[config.mk]
export PLATFORM = sky130hd
export DESIGN_NAME = mux_sel_serializer
export DESIGN_NICKNAME = d
export VERILOG_FILES = /design/src/rtl/mux_pkg.sv /design/src/rtl/mux_sel_counter.sv /design/src/rtl/mux_sel_serializer.sv
export SDC_FILE = /design/constraint.sdc
export NUM_CORES = 1
export LEC_CHECK = 0
export CORE_MARGIN = 1
export CORE_UTILIZATION = 38
export CTS_CLUSTER_DIAMETER = 50
export DETAILED_ROUTE_END_ITERATION = 7
export GPL_TIMING_DRIVEN = 0
export PLACE_DENSITY_LB_ADDON = 0.12
export SYNTH_ARGS = -nofsm -noshare
export SYNTH_HDL_FRONTEND = slang
export SYNTH_SLANG_ARGS = --single-unit
[constraint.sdc]
create_clock -name clk -period 1.7 [get_ports clk]
set_input_delay 0.34 -clock clk [delete_from_list [all_inputs] [get_ports clk]]
set_output_delay 0.34 -clock clk [all_outputs]
set_load 0.03 [all_outputs]
[src/rtl/mux_pkg.sv]
// Shared definitions for the 8:1 mux select serializer: FSM encodings, select width
// and start/last select index helpers.
package mux_pkg;

    localparam int unsigned MUX8_SEL_W = 3;

    typedef enum logic [1:0] {
        ST_IDLE = 2'd0,
        ST_SCAN = 2'd1,
        ST_PAR  = 2'd2
    } state_t;

    // First select index of a word scan
    function automatic int unsigned start_idx(input int unsigned width, input int unsigned lsb_first);
        return (lsb_first != 0) ? 0 : width - 1;
    endfunction

    // Final select index of a word scan; the counter never steps past it
    function automatic int unsigned last_idx(input int unsigned width, input int unsigned lsb_first);
        return (lsb_first != 0) ? width - 1 : 0;
    endfunction

endpackage

[src/rtl/mux_sel_counter.sv]
// Up/down mux select counter with synchronous load to the start index, step enable
// and a flag marking the final index of the scan.
module mux_sel_counter
    import mux_pkg::*;
#(
    parameter int unsigned WIDTH     = 8,
    parameter int unsigned SEL_W     = MUX8_SEL_W,
    parameter int unsigned LSB_FIRST = 1
) (
    input  logic             clk,
    input  logic             rst,
    input  logic             load,
    input  logic             en,
    output logic [SEL_W-1:0] sel,
    output logic             last_c
);

    localparam logic [SEL_W-1:0] START = SEL_W'(start_idx(WIDTH, LSB_FIRST));
    localparam logic [SEL_W-1:0] LAST  = SEL_W'(last_idx(WIDTH, LSB_FIRST));

    // Load wins over step so the final index reloads instead of wrapping
    always_ff @(posedge clk) begin
        if (rst) begin
            sel <= START;
        end else if (load) begin
            sel <= START;
        end else if (en) begin
            sel <= (LSB_FIRST != 0) ? sel + SEL_W'(1) : sel - SEL_W'(1);
        end
    end

    assign last_c = (sel == LAST);

endmodule

[src/rtl/mux_sel_serializer.sv]
// Holds a parallel word on an external 8:1 mux, steps its select and registers the mux
// output as a backpressured bitstream. Optional PARITY_EN appends an even-parity bit.
module mux_sel_serializer
    import mux_pkg::*;
#(
    parameter int unsigned WIDTH     = 8,
    parameter int unsigned SEL_W     = MUX8_SEL_W,
    parameter int unsigned LSB_FIRST = 1
) (
    input  logic             clk,
    input  logic             rst,
    input  logic             in_valid,
    output logic             in_ready,
    input  logic [WIDTH-1:0] in_data,
    output logic [WIDTH-1:0] mux_i,
    output logic [SEL_W-1:0] mux_sel,
    input  logic             mux_y,
    output logic             ser_out,
    output logic             ser_valid,
    input  logic             ser_ready,
    output logic             ser_last,
    output logic             busy
);

    state_t state_q;
    state_t state_d;
    logic   slot_free;
    logic   load_word;
    logic   capture;
    logic   cap_bit;
    logic   cap_last;
    logic   cnt_en;
    logic   cnt_load;
    logic   sel_last_c;

    assign slot_free = !ser_valid || ser_ready;
    assign in_ready  = (state_q == ST_IDLE) && !rst;
    assign busy      = (state_q != ST_IDLE) || ser_valid;

    mux_sel_counter #(
        .WIDTH     (WIDTH),
        .SEL_W     (SEL_W),
        .LSB_FIRST (LSB_FIRST)
    ) u_sel_counter (
        .clk    (clk),
        .rst    (rst),
        .load   (cnt_load),
        .en     (cnt_en),
        .sel    (mux_sel),
        .last_c (sel_last_c)
    );

    always_ff @(posedge clk) begin
        if (rst) begin
            state_q <= ST_IDLE;
        end else begin
            state_q <= state_d;
        end
    end

    // Next state, word load, bit capture and select control
    always_comb begin
        state_d   = state_q;
        load_word = 1'b0;
        capture   = 1'b0;
        cap_bit   = 1'b0;
        cap_last  = 1'b0;
        cnt_en    = 1'b0;
        cnt_load  = 1'b0;
        unique case (state_q)
            ST_IDLE: begin
                if (in_valid) begin
                    load_word = 1'b1;
                    cnt_load  = 1'b1;
                    state_d   = ST_SCAN;
                end
            end
            ST_SCAN: begin
                if (slot_free) begin
                    capture = 1'b1;
                    cap_bit = mux_y;
                    if (sel_last_c) begin
`ifdef PARITY_EN
                        state_d  = ST_PAR;
`else
                        cap_last = 1'b1;
                        cnt_load = 1'b1;
                        state_d  = ST_IDLE;
`endif
                    end else begin
                        cnt_en = 1'b1;
                    end
                end
            end
            ST_PAR: begin
`ifdef PARITY_EN
                // Select holds at the final index until the parity bit leaves
                if (slot_free) begin
                    capture  = 1'b1;
                    cap_bit  = ^mux_i;
                    cap_last = 1'b1;
                    cnt_load = 1'b1;
                    state_d  = ST_IDLE;
                end
`else
                state_d = ST_IDLE;
`endif
            end
            default: state_d = ST_IDLE;
        endcase
    end

    // Held word and serial output register; a new capture takes priority over draining
    always_ff @(posedge clk) begin
        if (rst) begin
            mux_i     <= '0;
            ser_out   <= 1'b0;
            ser_valid <= 1'b0;
            ser_last  <= 1'b0;
        end else begin
            if (load_word) begin
                mux_i <= in_data;
            end
            if (capture) begin
                ser_out   <= cap_bit;
                ser_valid <= 1'b1;
                ser_last  <= cap_last;
            end else if (ser_ready) begin
                ser_valid <= 1'b0;
                ser_last  <= 1'b0;
            end
        end
    end

endmodule

# Yosys cells after proc, flatten, opt, wreduce, memory -nomap -nowiden
# Cells that the tools add are included.
[word_totals]
register_bits = 16
[classes]
add_sub_neg = 1
n_eq_ne = 5
n_reduce_logical = 10
muxes = 20
[op_table]
columns = ["op", "count"]
rows = [
  ["2-to-1 mux 1 bit", 15],
  ["2-to-1 mux 2 bit", 3],
  ["inequality test 2 bit, second input constant", 3],
  ["one-hot mux 2 bit (2 select lines)", 1],
  ["nonzero test 2 bit", 2],
  ["adder 3 x 1 -> 3 bit, second input constant", 1],
  ["== test 3 bit, second input constant", 1],
  ["AND reduction 3 bit", 1],
  ["== test 2 x 1 -> 1 bit, second input constant", 1],
  ["zero test 1 bit", 2],
  ["zero test 2 bit", 1],
  ["logical OR 1 bit", 2],
  ["one-hot mux 1 bit (2 select lines)", 1],
  ["OR reduction 2 bit", 1],
  ["logical AND 1 bit", 1],
]

# Logic depth before layout (Yosys ltp)
[depth]
word_depth = 5
depth_mapped = 5
ltp_nobuf = 4

# Cells and area by module
# Synthesis repeated with hierarchy kept, for this count alone.
[unflattened]
hier_cells = 70
area_unflattened_um2 = 620.6
[by_module_without_submodules]
columns = ["module", "seq_area_each_um2", "cells_each", "area_per_inst_um2", "n_inst"]
rows = [
  ["mux_sel_serializer", 240.2, 59, 486.7, 1],
  ["mux_sel_counter", 60.1, 11, 133.9, 1],
]

# Worst setup path after synthesis
# Ideal clock, no wire load.
[synth_timing]
path_type = "reg-to-reg"
start = "register u_sel_counter.sel[0]"
end = "register u_sel_counter.sel[0]"
arrival_ns = 1.442
path_stages_with_launch = 5
required_ns = 1.634
n_path_buf = 0
path_slack_ns = 0.192
path_cell_list = "dfxtp_1 ha_1 ha_1 or4_4 a21oi_2"
[synth_via]
elab_chain_cells = 5
[synth_rtl]
columns = ["item", "line_no", "source"]
rows = [
  ["start: declaration", "mux_sel_counter.sv:14", "output logic [SEL_W-1:0] sel,"],
  ["start signal: assignment", "mux_sel_counter.sv:28", "sel <= (LSB_FIRST != 0) ? sel + SEL_W'(1) : sel - SEL_W'(1);"],
  ["== test 3 bit", "mux_sel_counter.sv:32", "assign last_c = (sel == LAST);"],
  ["2-to-1 mux 1 bit", "mux_sel_serializer.sv:82", "if (sel_last_c) begin"],
  ["2-to-1 mux 1 bit", "mux_sel_serializer.sv:79", "if (slot_free) begin"],
  ["one-hot mux 1 bit (2 select lines)", "mux_sel_serializer.sv:70", "unique case (state_q)"],
  ["OR reduction 2 bit (no line)", "n/a", ""],
]
# Parallel ways exist; a longest one is shown, timed or not.
# A chain may end at the register's enable or synchronous reset.

# Worst setup path in the final report
[layout_timing]
start = "register u_sel_counter.sel[2]"
end = "output port mux_sel[2]"
[layout_lines]
columns = ["item", "line_no", "source"]
rows = [
  ["end: declaration", "mux_sel_serializer.sv:16", "output logic [SEL_W-1:0] mux_sel,"],
]
# No word-level cell between the ends.

==> results.py <==
metrics = {
    "timing": {
        "drv_slew": 0,
        "hold_viol": 0,
        "period_minus_slack_ns": 1.649,
        "whs_ns": 0.4305,
        "skew_ns": 0.003700,
        "timing.setup.tns_ns": 0,
        "period_share_pct": 97.03,
        "slew_headroom_pct": 73.78,
        "fmaxAchievable_mhz": 606.3,
        "rsz0062_at_grt": "no",
        "worst_pin_slew_ns": 0.3933,
        "setup_viol_count_final": 0,
    },
    "power_and_ir_drop": {
        "p_clk_share_pct": 27.6,
        "power.share.switching_pct": 28.43,
        "ir_drop_mv": 0.4235,
        "p_leak_uw": 0.0003585,
        "power_uw": 742.6,
        "power_density_nw_per_um2": 808.6,
        "p_comb_share_pct": 21.5,
        "pwr-share-seq_pct": 50.9,
        "internal_power_uw": 531.5,
        "p_sw_uw": 211.1,
    },
    "route": {
        "first_pass_iters": 6,
        "vias_per_cell": 4.966,
        "routed_wl_um": 1364,
        "detail_route.iter0.violations": 10,
        "wl_per_cell_um": 11.46,
        "route.detailed.drc": 1,
        "detail-route-antenna-nets": 0,
        "vias": 591,
    },
    "logic_synthesis": {
        "synth_mux_area_share_pct": 0,
        "ys_seq_elements": 15,
        "synth_xor_area_share_pct": 0,
        "syn_inst": 72,
        "yosysTopAreaCellShare_pct": 49.28,
        "synth-warning-count": 0,
        "synth_compound_area_share_pct": 18.07,
        "syn_avg_cell_area_um2": 8.463,
        "synth_cell_types": 19,
        "synth_area_leaders": "dfxtp_1 (49%), a21oi_1 (11%), nand2_1 (9.9%)",
        "synth_top_cell_by_area": "dfxtp_1",
        "synthSimpleGateAreaFrac_pct": 23.61,
        "netlist_area_um2": 609.3,
        "synth_top_family_by_area": "simple AND/OR/NAND/NOR gates",
        "synthAdderAreaFrac_pct": 4.107,
        "syn_nets": 87,
        "yosysSeqAreaShare_pct": 49.28,
    },
    "finish": {
        "areaGrowthSynthToFinish_pct": 50.72,
        "drive_above_1_share_pct": 9.709,
        "nNetsFinal": 119,
        "diodes": 0,
        "fin_util_pct": 60.96,
    },
    "critical_path": {
        "cp.required_ns": 1.36,
        "path_buf_inv": 1,
        "rr_worst_depth": 4,
        "crit_fanout": 3,
        "start_kind": "register",
        "crit_path_end_kind": "output pin",
        "critPathArrivalTime_ns": 1.31,
        "critical_path_class": "register to output pin",
        "slowest_delay_ns": 0.67,
        "cp_top_family": "buffers and inverters",
        "worstPathCellList": "clkdlybuf4s50_1",
        "cpMaxStageDelayCell": "clkdlybuf4s50_1",
        "path_depth": 1,
    },
    "place": {
        "place_congestion": 0.7316,
        "port_buffers": 28,
        "dp.final_hpwl_um": 1003,
    },
    "run_status": {
        "violations": "DRC",
        "outcome": "finished, violations left",
    },
    "job": {
        "cap_violations": 0,
    },
    "global_routing": {
        "grt_max_degree": 15,
        "grt_pass1_vias": 521,
        "grt_pass1_wl_um": 2221,
        "antenna_found_initial": 0,
        "overflow": 0,
        "grt_usage_pct": 16.65,
    },
    "cts": {
        "cts_tree": "built",
        "cts.path.max_buffers": 2,
        "clkLatencyLatePin_ns": 0.28,
        "clock-root-buffer": "clkbuf_4",
        "cts-buffers-inserted": 3,
        "cts_hold_buf": 0,
        "cts_max_level": 1,
        "path_clk_slew_ns": 0.09,
        "cts_setup_buffers": 0,
        "cts_sinks": 15,
    },
    "hold_path": {
        "holdPathStages": 2,
        "hold_class": "primary input to register",
    },
    "floorplan": {
        "start_util_pct": 40.45,
        "rows": 14,
        "die_h_um": 42.05,
        "core_um2": 1506,
        "io_pins": 29,
        "dieArea_um2": 1768,
        "fp.dieW_um": 42.05,
    },
}
## power by group through the flow
stage                     sequential [µW]  clock [µW]  combinational, µW
final                                 378         205                160
after global routing                  381         223                172
after CTS                             379         214                162
after detailed placement              387           0                168
after global placement                386           0                166
after floorplan                       417           0               58.8
## per-stage QoR
step           cells  setup slack (ns)  cell area, µm²
4_1_cts          119          0.005097           927.1
3_3_place_gp     116           -0.6180           909.6
2_1_floorplan     72            0.1917           609.3
3_5_place_dp     116           -0.6130           909.6
6_report         119           0.05055           918.4
5_1_grt          119           0.01083           918.4
## placed cells by master (no fill, tap or decap)
cell type,count
ha_1,2
clkbuf_4,3
or2_2,1
buf_6,1
or4_4,1
o21ai_0,4
nor2_1,2
a311oi_1,1
inv_1,1
nor2b_1,2
nand3_1,2
nand2b_1,3
clkbuf_1,3
clkbuf_2,2
dfxtp_1,15
o211ai_1,1
clkdlybuf4s50_1,23
inv_2,1
nand4b_1,2
nand2_1,16
a21oi_1,13
dlygate4sd2_1,3
a21oi_2,1
## cells in the mapped netlist, drive strengths merged
master / instances
nand2: 16
dfxtp: 15
a21oi: 14
o21ai: 4
clkbuf: 3
nand2b: 3
ha: 2
inv: 2
nand3: 2
nand4b: 2
nor2: 2
nor2b: 2
a311oi: 1
buf: 1
o211ai: 1
or2: 1
or4: 1
## kinds of logic (layout without fill, tap and decap cells)
kind of cell	Yosys count	after routing
AND/OR/NAND/NOR	29	29
AO/OA/AOI/OAI	20	20
flip-flops	15	15
buffers and inverters	6	37
adder cells (fa/ha/maj)	2	2
## path summary, 6_finish.rpt
| check | slack (ns) | endpoint | startpoint |
|---|---|---|---|
| worst max-delay path | 0.05 | mux_sel[2] | u_sel_counter.sel[2] |
| worst min-delay path | 0.43 | mux_i[3] | rst |
| worst max register to register | 0.26 | u_sel_counter.sel[0] | u_sel_counter.sel[0] |
| worst min register to register | 0.46 | mux_i[3] | mux_i[3] |
## sequential cells by signal, summed over array words and instances (netlist names)
name and cells:
ser_out 1, u_sel_counter.sel 3, state_q 1, ser_last 1, ser_valid 1, mux_i 8
## layer usage
metal  share of wire (%)  GRT usage (%)
met1                  48          23.14
met2                  46          23.75
met3                 5.1          3.879
met4                0.66          9.375
met5                   0              0
## what timing repair did
item / 4_1_cts / 5_1_grt
endpoints found under the setup margin: 4 / 2
resized for setup: 6 / 3
pin swaps: 0 / 0
## layout make-up
class                           count  area, µm²
Multi-Input combinational cell     51      279.0
Timing Repair Buffer               28      266.5
Clock buffer                        4      26.28
Sequential cell                    15      300.3
Inverter                            2      7.507
Buffer                              3      18.77
Tap cell                           16      20.02
Fill cell                         137      588.1
(Power assumes the default switching activity.)
